[config.mk]
export PLATFORM = sky130hd
export DESIGN_NAME = movement_sequencer
export DESIGN_NICKNAME = d
export VERILOG_FILES = /design/src/rtl/movement_sequencer.sv
export SDC_FILE = /design/constraint.sdc
export NUM_CORES = 1
export LEC_CHECK = 0
export CAP_MARGIN = 15
export CORE_UTILIZATION = 35
export CTS_CLUSTER_SIZE = 10
export DETAILED_ROUTE_END_ITERATION = 8
export GPL_ROUTABILITY_DRIVEN = 0
export PLACE_DENSITY = 0.57
export SKIP_LAST_GASP = 1
export SYNTH_ARGS = -nofsm -noshare
export SYNTH_HDL_FRONTEND = slang
export SYNTH_SLANG_ARGS = --single-unit
[constraint.sdc]
create_clock -name clk -period 2.15 [get_ports clk]
set_clock_uncertainty 0.1 [all_clocks]
set_input_delay 0.43 -clock clk [delete_from_list [all_inputs] [get_ports clk]]
set_output_delay 0.43 -clock clk [all_outputs]
set_load 0.01 [all_outputs]
[src/rtl/movement_sequencer.sv]
`default_nettype none
// +--------------------------------------------------------------------------+
// | movement_sequencer                                                       |
// | Frame-level sequencer: clear / move / redraw for crosshair, then bird.   |
// | Revision: 1.0                                                            |
// +--------------------------------------------------------------------------+
module movement_sequencer #(
  parameter int DONE_TIMEOUT = 511,
  parameter int TIMEOUT_W    = 9
) (
  input  logic       clk,
  input  logic       reset,
  input  logic       frame_tick,
  input  logic       p_left,
  input  logic       p_right,
  input  logic       p_up,
  input  logic       p_down,
  input  logic       b_left,
  input  logic       b_right,
  input  logic       b_up,
  input  logic       b_down,
  input  logic       bird_en,
  input  logic       done,
  output logic [3:0] control,
  output logic       PorB,
  output logic       busy,
  output logic       frame_done,
  output logic       timeout_err,
  output logic [7:0] overrun_cnt
);

  typedef enum logic [3:0] {
    HOLD    = 4'b0000,
    PREHOLD = 4'b0100,
    CLEAR   = 4'b0001,
    LEFT    = 4'b0011,
    RIGHT   = 4'b0010,
    DOWN    = 4'b0110,
    UP      = 4'b0111,
    DRAW    = 4'b0101
  } state_t;

  localparam logic [TIMEOUT_W-1:0] c_last_wait = TIMEOUT_W'(DONE_TIMEOUT - 1);

  state_t               r_state;
  state_t               w_next;
  logic                 r_porb;
  logic                 w_porb_next;
  logic [3:0]           r_p_req;   // {left, right, up, down}
  logic [3:0]           r_b_req;
  logic                 r_bird_en;
  logic                 r_frame_done;
  logic                 r_timeout_err;
  logic [7:0]           r_overrun;
  logic [TIMEOUT_W-1:0] r_wait_cnt;

  logic [3:0]           w_req;
  logic                 w_go_left;
  logic                 w_go_right;
  logic                 w_go_up;
  logic                 w_go_down;
  logic                 w_done_ok;
  logic                 w_expired;
  logic                 w_timeout;

  always_comb begin
    w_req       = r_porb ? r_b_req : r_p_req;
    w_go_left   = w_req[3] & ~w_req[2];
    w_go_right  = w_req[2] & ~w_req[3];
    w_go_up     = w_req[1] & ~w_req[0];
    w_go_down   = w_req[0] & ~w_req[1];
    // enable is stale from the previous phase during the entry cycle
    w_done_ok   = done & (r_wait_cnt != '0);
    w_expired   = ~w_done_ok & (r_wait_cnt == c_last_wait);
    w_next      = r_state;
    w_porb_next = r_porb;
    w_timeout   = 1'b0;
    case (r_state)
      HOLD:    if (frame_tick) w_next = PREHOLD;
      PREHOLD: w_next = CLEAR;
      CLEAR: begin
        if (w_done_ok | w_expired) begin
          w_timeout = w_expired;
          if (w_go_left)       w_next = LEFT;
          else if (w_go_right) w_next = RIGHT;
          else if (w_go_up)    w_next = UP;
          else if (w_go_down)  w_next = DOWN;
          else                 w_next = DRAW;
        end
      end
      LEFT, RIGHT: begin
        if (w_go_up)        w_next = UP;
        else if (w_go_down) w_next = DOWN;
        else                w_next = DRAW;
      end
      UP, DOWN: w_next = DRAW;
      DRAW: begin
        if (w_done_ok | w_expired) begin
          w_timeout = w_expired;
          if (!r_porb && r_bird_en) begin
            w_next      = CLEAR;
            w_porb_next = 1'b1;
          end else begin
            w_next      = HOLD;
            w_porb_next = 1'b0;
          end
        end
      end
      default: begin
        w_next      = HOLD;
        w_porb_next = 1'b0;
      end
    endcase
  end

  always_ff @(posedge clk or posedge reset) begin
    if (reset) begin
      r_state       <= HOLD;
      r_porb        <= 1'b0;
      r_p_req       <= '0;
      r_b_req       <= '0;
      r_bird_en     <= 1'b0;
      r_frame_done  <= 1'b0;
      r_timeout_err <= 1'b0;
      r_overrun     <= '0;
      r_wait_cnt    <= '0;
    end else begin
      r_state      <= w_next;
      r_porb       <= w_porb_next;
      r_frame_done <= (r_state == DRAW) && (w_next == HOLD);
      if (w_timeout) r_timeout_err <= 1'b1;
      if (w_next != r_state)
        r_wait_cnt <= '0;
      else if (r_state == CLEAR || r_state == DRAW)
        r_wait_cnt <= r_wait_cnt + TIMEOUT_W'(1);
      if (frame_tick && r_state != HOLD && r_overrun != 8'hFF)
        r_overrun <= r_overrun + 8'd1;
      // requests are frozen for the whole pass
      if (frame_tick && r_state == HOLD) begin
        r_p_req   <= {p_left, p_right, p_up, p_down};
        r_b_req   <= {b_left, b_right, b_up, b_down};
        r_bird_en <= bird_en;
      end
    end
  end

  assign control     = r_state;
  assign PorB        = r_porb;
  assign busy        = (r_state != HOLD);
  assign frame_done  = r_frame_done;
  assign timeout_err = r_timeout_err;
  assign overrun_cnt = r_overrun;

endmodule
`default_nettype wire

==> results.json <==
{
  "gr-usage-met3": 0.04552,
  "total_leakage_power_nw": 1.108,
  "drc": 0,
  "place_area_sq_mm": 0.002315,
  "grtUsageMet1": 0.2291,
  "synth_most_common_cell": "dfrtp_1",
  "path_class": "flip-flop to flip-flop",
  "post_drt_wl_per_cell_um": 14.44,
  "synth_top_area_frac": 0.4403,
  "finalPower_w": 0.002726,
  "worstPathArrival_ps": 2190,
  "drt_first_pass_iters": 4,
  "fin_nets": 234,
  "fmax_mhz": 478.1,
  "synthTopCellsByCount": "dfrtp_1 (33), nand2_1 (13), mux2_2 (11), nor2_1 (11), nor3_2 (10)",
  "cp_slowest_cell": "dfrtp_2",
  "ant_nets": 0,
  "cp.required_ps": 2250,
  "maxCapViolations": 0,
  "power_density_mw_per_mm2": 1059,
  "post-dp-hpwl_um": 2933,
  "min_to": "timeout_err",
  "hold_viol": 0,
  "start_util": 0.3649,
  "grt_pass1_wl_um": 6810,
  "synth_top_family_by_area": "simple AND/OR/NAND/NOR gates",
  "synthXorXnorAreaFrac": 0.07005,
  "syn_avg_cell_area_sq_um": 11.16,
  "setup_slack_ps": 58.39,
  "final_max_slew_viol_count": 0,
  "core_sq_mm": 0.005140,
  "synth-compound-area-share": 0.08272,
  "clock_sinks": 33,
  "wirelength_um": 4115,
  "hold_class": "flip-flop to flip-flop",
  "io_buffers": 28,
  "clkLatencyLatePin_ps": 280,
  "rows": 26,
  "start_kind": "flip-flop",
  "setup_viol_count_final": 0,
  "area_delta_synth_final_pct": 37.29,
  "use_met2": 0.2452,
  "yosysTopAreaCell": "dfrtp_1",
  "layout-drive-gt1-share": 0.3116,
  "fill_cells": 491,
  "hold_start": "timeout_err",
  "grt-ovfl-total": 0,
  "status": "completed",
  "critPathMaxFanout": 5,
  "synth_area_leaders": "dfrtp_1 (44%), mux2_2 (6.6%), nor3_2 (5.3%), ha_1 (4.7%), xor2_1 (4.2%)",
  "vias_per_cell": 4.996,
  "synth_edf_count": 0,
  "reg2reg_depth": 7,
  "place_ws_ps": -51.28,
  "synth-adder-area-share": 0.04670,
  "cts_tree": "done",
  "diodes": 0,
  "min_period_ps": 2092,
  "antenna_found_initial": 0,
  "drt-initial-drc-count": 100,
  "rsz0062_at_grt": "yes",
  "worstPathCellList": "mux2_4 -> ha_4 -> inv_4 -> o311a_4 -> nand2_4 -> nand4_4 -> nor3_2",
  "ys_types": 42,
  "pin_count": 29,
  "ys_ff_latch": 33,
  "grt_max_degree": 34,
  "die_area_sq_mm": 0.005656,
  "async_reset_ff_frac": 1.000,
  "ctsLongestPathBuffers": 2,
  "grt_pass1_vias": 1405,
  "die_y_um": 75.21,
  "cts_hold_buf": 0,
  "synth_area_sq_mm": 0.001876,
  "syn_nets": 188,
  "cts_htree_levels": 2,
  "yosys_warnings": 0,
  "synth_cells": 168,
  "setup_tns_ps": 0,
  "crit_path_max_incr_delay_ps": 460,
  "muxShareOfSynthArea": 0.09807,
  "vias": 1424,
  "ir_drop_uv": 578.8,
  "r2r_start": "PorB",
  "numCtsBuffers": 5,
  "hold_path_depth": 1,
  "endpoint_kind": "flip-flop",
  "reg2reg_slack_ps": 60,
  "reg2reg_to": "r_wait_cnt[4]",
  "die_x_um": 75.21,
  "stdcell_area_sq_mm": 0.002575,
  "root_buffer": "clkbuf_8",
  "fin_crit_sh": 0.9728,
  "top_usage_layer": "met2",
  "clkTransAtPathRegs_ps": 60,
  "yosys.area_share.simple": 0.2215,
  "grt_usage": 0.1647,
  "synth_ff_type": "dfrtp_1",
  "seq_area_frac_synth": 0.4403
}
layer usage:
metal | vias to the layer above | part of all wire
met3 | 10 | 0.043
li1 | 689 | -
met4 | 0 | 0.025
met2 | 31 | 0.48
met5 | - | 0
met1 | 694 | 0.46
cell type report:
cell class              count  area [sq um]  area share
inverters                   9         36.28     0.01409
repair buffers             44         415.4      0.1613
well taps                  70         87.58     0.03401
flip-flops and latches     33         827.0      0.3212
clock inverters             1         30.03     0.01166
multi-input cells         121          1092      0.4242
clock buffers               7         86.33     0.03353
cells in the final DEF, fill, tap and decap left out, types with 2 or more instances in the layout:
master	synthesis	routed
nand4_4	1	2
mux2i_2	0	2
nand2_4	0	2
clkdlybuf4s50_1	0	27
nand2_1	13	11
xnor2_1	6	6
nand2b_1	3	3
nand3_1	5	5
mux2_2	11	10
buf_4	0	14
nor3b_2	1	2
nor3_1	2	2
o21ai_1	0	2
o211ai_1	2	2
nor3_2	10	9
ha_1	7	5
xor2_1	9	9
clkbuf_8	0	6
nand4_1	7	7
nor2b_1	2	2
inv_1	9	8
dfrtp_1	33	32
nor2_1	11	11
mux2i_1	6	3
cell families (layout without fill, tap and decap cells):
family,Yosys count,in the layout
multiplexers,17,17
AO/OA/AOI/OAI,18,18
adder cells (fa/ha/maj),7,7
other,1,1
buffers and inverters,15,61
XOR/XNOR,15,15
AND/OR/NAND/NOR,62,63
flip-flops,33,33
registers in the layout, summed over array words and instances (netlist names):
name / count
r_b_req: 4
overrun_cnt: 8
frame_done: 1
control: 4
r_bird_en: 1
timeout_err: 1
r_wait_cnt: 9
PorB: 1
r_p_req: 4
repair_timing:
| action | 4_1_cts | 5_1_grt |
|---|---|---|
| setup buffers | 1 | 2 |
| endpoints found under the setup margin | 10 | 10 |
| resized for setup | 9 | 16 |
| pin swaps | 3 | 6 |
| gates cloned | 1 | 0 |
critical path: cells and delay by family, from the launching register on:
family                     cells  cell delay (ps)
DFF                            1              460
and+or+nand+nor                3              480
buffers and inverters          1               40
adders and majority gates      1              280
AOI/OAI and AO/OA              1              340
muxes                          1              330
metrics by stage:
| stage | std cells | hold slack [ps] | utilization |
|---|---|---|---|
| 5_1_grt | 285 | 416.2 | 0.5010 |
| 2_1_floorplan | 168 | 371.2 | - |
| 4_1_cts | 283 | 397.5 | 0.4825 |
| 6_report | 285 | 383.8 | 0.5010 |
| 3_5_place_dp | 273 | 383.1 | 0.4503 |
| 3_3_place_gp | 273 | 367.7 | 0.4503 |
where the power goes:
| group | switching [W] | total (W) | internal (W) |
|---|---|---|---|
| clock network | 0.000213 | 0.000590 | 0.000377 |
| registers | 0.000155 | 0.000941 | 0.000787 |
| logic | 0.000567 | 0.00119 | 0.000627 |
| total | 0.000935 | 0.00273 | 0.00179 |
how the worst max path moves through the flow:
stage                     start            end  slack, ps  cells past startpoint
after floorplan            PorB  r_wait_cnt[0]         20                      8
after global placement     PorB  r_wait_cnt[8]         40                      7
after detailed placement   PorB  r_wait_cnt[4]        -50                      7
after CTS                  PorB  r_wait_cnt[8]         -1                      7
after global routing       PorB  r_wait_cnt[8]        -20                      9
final                      PorB  r_wait_cnt[4]         60                      7
Power figures use the tool's default switching activity.
==> RTL change 1, RTL diff (config.mk and constraints unchanged) <==
The output `frame_done` loses its register stage (`r_frame_done` becomes a continuous assignment).
--- a/src/rtl/movement_sequencer.sv
+++ b/src/rtl/movement_sequencer.sv
@@ -120,14 +120,12 @@
       r_p_req       <= '0;
       r_b_req       <= '0;
       r_bird_en     <= 1'b0;
-      r_frame_done  <= 1'b0;
       r_timeout_err <= 1'b0;
       r_overrun     <= '0;
       r_wait_cnt    <= '0;
     end else begin
       r_state      <= w_next;
       r_porb       <= w_porb_next;
-      r_frame_done <= (r_state == DRAW) && (w_next == HOLD);
       if (w_timeout) r_timeout_err <= 1'b1;
       if (w_next != r_state)
         r_wait_cnt <= '0;
@@ -144,6 +142,8 @@
     end
   end
 
+  assign r_frame_done = (r_state == DRAW) && (w_next == HOLD);
+
   assign control     = r_state;
   assign PorB        = r_porb;
   assign busy        = (r_state != HOLD);
Function: changed (Yosys sat finds a counterexample within 10 cycles, from zero or initial values and one cycle with reset high).
==> RTL change 1 against the unedited design <==
- the flow now finishes with violations (negative setup slack)
- sequential share of layout area rose by 0.40 points
- core utilization increased by 1.8 points
- combinational power down 17%
- highest routed layer unchanged
- sequential cell count fell by 1
- setup slack worse by 330 ps
- design area is 4.1% lower
- fmax shrank 14%
- total power down 12%
- routed wire length fell by 7.6%
- register-to-register slack better by 40 ps
- area after synthesis down 7.4%
- global-route usage fell by 0.22 points
==> RTL change 1: results (changes against the unedited design) <==
# H-tree levels = 2 (unchanged)
Final setup margin = -272 ps (-330 ps)
Clk pin slew, worst setup/hold paths = 70 ps
Reg-to-reg endpoint = r_wait_cnt[0]
Worst slack at placement = -414 ps (-363 ps)
Pin count of the biggest net entering global routing = 33 (-2.9%)
HP Class = reg -> reg
Failing checks = negative setup slack
Max Root-Sink Buffers = 2 (unchanged)
Clk Latency, worst-skew pair = 280 ps (about the same)
Xor/xnor cell area share of the yosys netlist = 7.56% (+0.56 points)
PortBufs = 28 (unchanged)
Synth Flop Type = dfrtp_1
Clk root buf = clkbuf_8
HPWL Detailed = 2840 µm (-3.2%)
Fraction of layout cells with a size suffix above 1 = 34.5% (+3.4 points)
Most frequent cells after synthesis = dfrtp_1, nor2_1, mux2_2
Status = finished, violations left
Peak VDD IR = 0.606 mV (+4.7%)
ANT cells = 0 (unchanged)
Crit path DAT = 1890 ps (-300 ps)
Synth cell types = 43 (+2.4%)
Top cells by area, synth = dfrtp_1, mux2_2, ha_1
Complex-gate fraction of the synthesized area = 9.80% (+1.5 points)
DRT Pass-1 Iters = 4 (unchanged)
Nets = 239 (+2.1%)
Final setup vio count = 1 (+1)
Largest Register = r_wait_cnt
Post-synthesis mux area share = 9.51% (-0.30 points)
Drt wl/cell = 13.3 µm (-8.2%)
Asr flop ratio synth = 100% (unchanged)
Hold Crit Start = timeout_err
Antenna violations before repair = 0 (unchanged)
Seq/Total Area, Yosys = 46.1% (+2.1 points)
Crit Path Max Fanout = 5 (unchanged)
Number of global-route vias before repair = 1372 (-2.3%)
Starting DRT DRC Count = 48 (-52%)
Tot GR Track Use = 16.3% (-0.22 points)
Ys Warns = 0 (unchanged)
Reg2Reg Setup Slack = 100 ps (+40 ps)
Final Hold Fails = 0 (unchanged)
Lkg Pwr = 0.00108 µW (-2.5%)
Largest register FFs = 9 (unchanged)
Global-route wire length before repair = 6490 µm (-4.8%)
Reg2reg start = PorB
Overflow after GRT = 0 (unchanged)
WHS = 385 ps (+0.748 ps)
Reg2reg path depth = 8 (+1)
Via/cell ratio = 4.79 (-4.1%)
Worst Hold Depth = 1 (unchanged)
CTS buffer count = 5 (unchanged)
Syn nets = 175 (-6.9%)
Worst-Margin Slew = 573 ps
WHS Endpoint = timeout_err
Synth Area in Adders = 5.04% (+0.37 points)
## RTL change 1: cell type report
class                           count  area (µm²)
Clock inverter                      1        7.51
Inverter                            9        33.8
Sequential cell                    32         803
Timing Repair Buffer               61         538
Clock buffer                        7        86.3
Tap cell                           67        83.8
Multi-Input combinational cell    110         917
Fill cell                         427        2280
## RTL change 1: worst max path at each step
stage	from	end	slack (ps)	depth (start not counted)
after detailed placement	PorB	frame_done	-410	7
after floorplan	PorB	frame_done	10	7
final	PorB	frame_done	-270	7
after global routing	PorB	frame_done	-380	7
after CTS	PorB	frame_done	-280	7
after global placement	done	frame_done	-410	5
## RTL change 1: cell families (layout without fill, tap and decap cells)
kind of cell,after synthesis,count (layout)
buf+inv,13,78
compound gates,19,19
simple gates,53,53
flops,32,32
other cells,1,1
fa+ha+maj,7,7
mux,15,15
xor+xnor,15,15
## RTL change 1: metrics by stage
| step | power (µW) | TNS, ps | cells | cell area (µm²) |
|---|---|---|---|---|
| after global placement | 1860 | -410 | 278 | 2350 |
| after floorplan | 1440 | 0 | 155 | 1750 |
| after CTS | 2400 | -401 | 287 | 2460 |
| after detailed placement | 1880 | -414 | 278 | 2350 |
| final | 2390 | -272 | 287 | 2470 |
| after global routing | 2550 | -395 | 287 | 2470 |
## RTL change 1: what timing repair did
action / in CTS / in global routing
setup endpoints to repair: 2 / 11
gates resized for setup: 9 / 4
pin swaps: 1 / 0
setup buffers: 1 / 0
## RTL change 1: layer usage
metal,share of wire [%],wire [µm],track usage [%],vias to the layer above
li1,-,-,-,671
met3,3.9,150,4.31,6
met1,49,1870,22.2,671
met4,1.5,57,5.88,0
met2,45,1730,24.8,27
met5,0,0,0,-
## RTL change 1: power by group
part | internal, µW | total (µW) | switching (µW)
Sequential | 763 | 913 | 150
Clock | 260 | 485 | 225
Combinational | 558 | 993 | 434
Total | 1580 | 2390 | 810
## RTL change 1: worst max-delay path: stages, from the launching register on
cell and delay [ps]:
dfrtp_2 440, mux2i_2 250, ha_2 210, nor2b_1 40, o21bai_1 140, a31oi_2 130
nor4b_2 230, buf_2 170
==> RTL change 2, RTL diff (same flow settings) <==
Without the edit above. `TIMEOUT_W`: 9 -> 18.
--- a/src/rtl/movement_sequencer.sv
+++ b/src/rtl/movement_sequencer.sv
@@ -6,7 +6,7 @@
 // +--------------------------------------------------------------------------+
 module movement_sequencer #(
   parameter int DONE_TIMEOUT = 511,
-  parameter int TIMEOUT_W    = 9
+  parameter int TIMEOUT_W    = 18
 ) (
   input  logic       clk,
   input  logic       reset,
Function: no difference found for any inputs over 10 cycles, from zero or initial values and one cycle with reset high; that may be too few to reach the edited logic, so the function may still have changed.
==> RTL change 2 against the unedited design <==
- the run now ends with negative setup slack left
- count of clock-buffer cells in the layout stayed put
- total power is 9.1% higher
- clock power is 11% lower
- synthesized cell count is 23% higher
- routed wire length is 4.1% higher
- setup slack worse by 210 ps
- sequential cell count is 9 higher
- design area is 13% higher
- area after synthesis is 21% higher
- via count is 13% higher
- critical path depth is 4 higher
- sequential power is 16% higher
- non-clock buffer count is 10 higher
- critical endpoint is now r_wait_cnt[13]
==> RTL change 2: results (changes against the unedited design) <==
Seq/Total Area, Yosys = 46.4% (+2.4 points)
Tot GR Track Use = 13.7% (-2.8 points)
Worst Hold Depth = 1 (unchanged)
Clk root buf = clkbuf_8
DRT Pass-1 Iters = 4 (unchanged)
Reg2Reg Setup Slack = -160 ps (-210 ps)
Reg2reg start = PorB
Final setup vio count = 18 (+18)
HPWL Detailed = 3000 µm (+2.2%)
Crit Path Max Fanout = 18 (+13)
WHS Endpoint = timeout_err
Reg-to-reg endpoint = r_wait_cnt[13]
CP max stage delay = 440 ps (-20 ps)
Fraction of layout cells with a size suffix above 1 = 26.1% (-5.1 points)
HP Class = reg -> reg
Nets = 280 (+20%)
Wirelength, routed = 4290 µm (+4.1%)
Asr flop ratio synth = 100% (unchanged)
Reg2reg path depth = 11 (+4)
Starting DRT DRC Count = 50 (-50%)
# H-tree levels = 2 (unchanged)
Worst slack at placement = -121 ps (-69.3 ps)
Global-route wire length before repair = 6960 µm (+2.1%)
Final setup margin = -156 ps (-215 ps)
Most frequent cells after synthesis = dfrtp_1, nor2_1, nand2_1
Crit path DAT = 2380 ps (+190 ps)
Syn nets = 226 (+20%)
Pin count of the biggest net entering global routing = 43 (+26%)
Number of global-route vias before repair = 1544 (+9.9%)
CTS buffer count = 5 (unchanged)
Antenna violations before repair = 0 (unchanged)
Via/cell ratio = 4.79 (-4.1%)
Largest Register = r_wait_cnt
Failing checks = negative setup slack
Synth cell types = 44 (+4.8%)
Hold Crit Start = timeout_err
FILL cells = 599 (+22%)
Synth Flop Type = dfrtp_1
Crit-path slowest cell = dfrtp_2
Lkg Pwr = 0.00126 µW (+13%)
Top cells by area, synth = dfrtp_1, mux2_2, nor2_4
PortBufs = 28 (unchanged)
Largest register FFs = 18 (+9)
Peak VDD IR = 0.519 mV (-10%)
Ys Warns = 0 (unchanged)
Status = finished, violations left
Clk pin slew, worst setup/hold paths = 80 ps (+20 ps)
RTL change 2: cell types whose count changed after synthesis, moves of 5 or more:
cell | before | now
a21oi_1 | 1 | 6
and3_1 | 1 | 9
dfrtp_1 | 33 | 42
nor2_1 | 11 | 18
nor2_4 | 0 | 10
nor3_2 | 10 | 0
xnor2_1 | 6 | 12
RTL change 2: worst max-delay path by stage:
stage | from | end | slack [ps] | cells after the start
floorplan | PorB | r_wait_cnt[1] | -140 | 12
finish | PorB | r_wait_cnt[13] | -160 | 11
CTS | PorB | r_wait_cnt[13] | -90 | 10
detailed placement | PorB | r_wait_cnt[13] | -120 | 10
global placement | PorB | r_wait_cnt[15] | -50 | 10
global route | PorB | r_wait_cnt[13] | -290 | 11
RTL change 2: report_power, final:
| part | internal [µW] | switching, µW | total (µW) |
|---|---|---|---|
| registers | 958 | 135 | 1090 |
| logic | 735 | 622 | 1360 |
| clock network | 259 | 265 | 524 |
RTL change 2: per-stage QoR:
| step | hold WS (ps) | cells | setup TNS, ps | instance area, µm² |
|---|---|---|---|---|
| 2_1_floorplan | 379 | 206 | -1410 | 2280 |
| 3_3_place_gp | 366 | 323 | -829 | 2770 |
| 3_5_place_dp | 367 | 323 | -1660 | 2770 |
| 4_1_cts | 388 | 331 | -1330 | 2870 |
| 5_1_grt | 391 | 336 | -4960 | 2920 |
| 6_report | 379 | 336 | -2500 | 2920 |
RTL change 2: logic make-up after synthesis:
logic type | synth area share (%)
compound gates | 5.64
xor+xnor | 9.28
fa+ha+maj | 3.87
buf+inv | 3.70
flops | 46.4
mux | 7.68
other cells | 0.166
simple gates | 23.3
RTL change 2: layout make-up:
| type | instances | area [µm²] | share of cell area [%] |
|---|---|---|---|
| tap | 75 | 93.8 | 3.21 |
| clock inverter | 1 | 5.00 | 0.171 |
| multi-input combinational | 150 | 1160 | 39.7 |
| sequential | 42 | 1050 | 36.0 |
| timing repair buffer | 54 | 499 | 17.1 |
| inverter | 7 | 26.3 | 0.899 |
| clock buffer | 7 | 86.3 | 2.96 |
RTL change 2: metal layers:
metal	GRT usage, %	vias to the layer above	routed length [µm]
met5	0	-	0
met2	21.3	20	2030
met4	6.32	0	79
met3	3.30	7	127
met1	17.8	765	2050
li1	-	818	-
RTL change 2: critical path: cells and delay by family, from the launching register on:
family | cells | cell delay [ps]
buffers and inverters | 3 | 430
adder cells (fa/ha/maj) | 1 | 170
multiplexers | 1 | 140
AND/OR/NAND/NOR | 2 | 110
AO/OA/AOI/OAI | 4 | 790
flip-flops | 1 | 440
RTL change 2: timing repair:
action | CTS | global route
gates resized for setup | 2 | 4
pin swaps | 0 | 2
setup endpoints to repair | 19 | 19
gates cloned | 0 | 0
setup buffers | 0 | 5
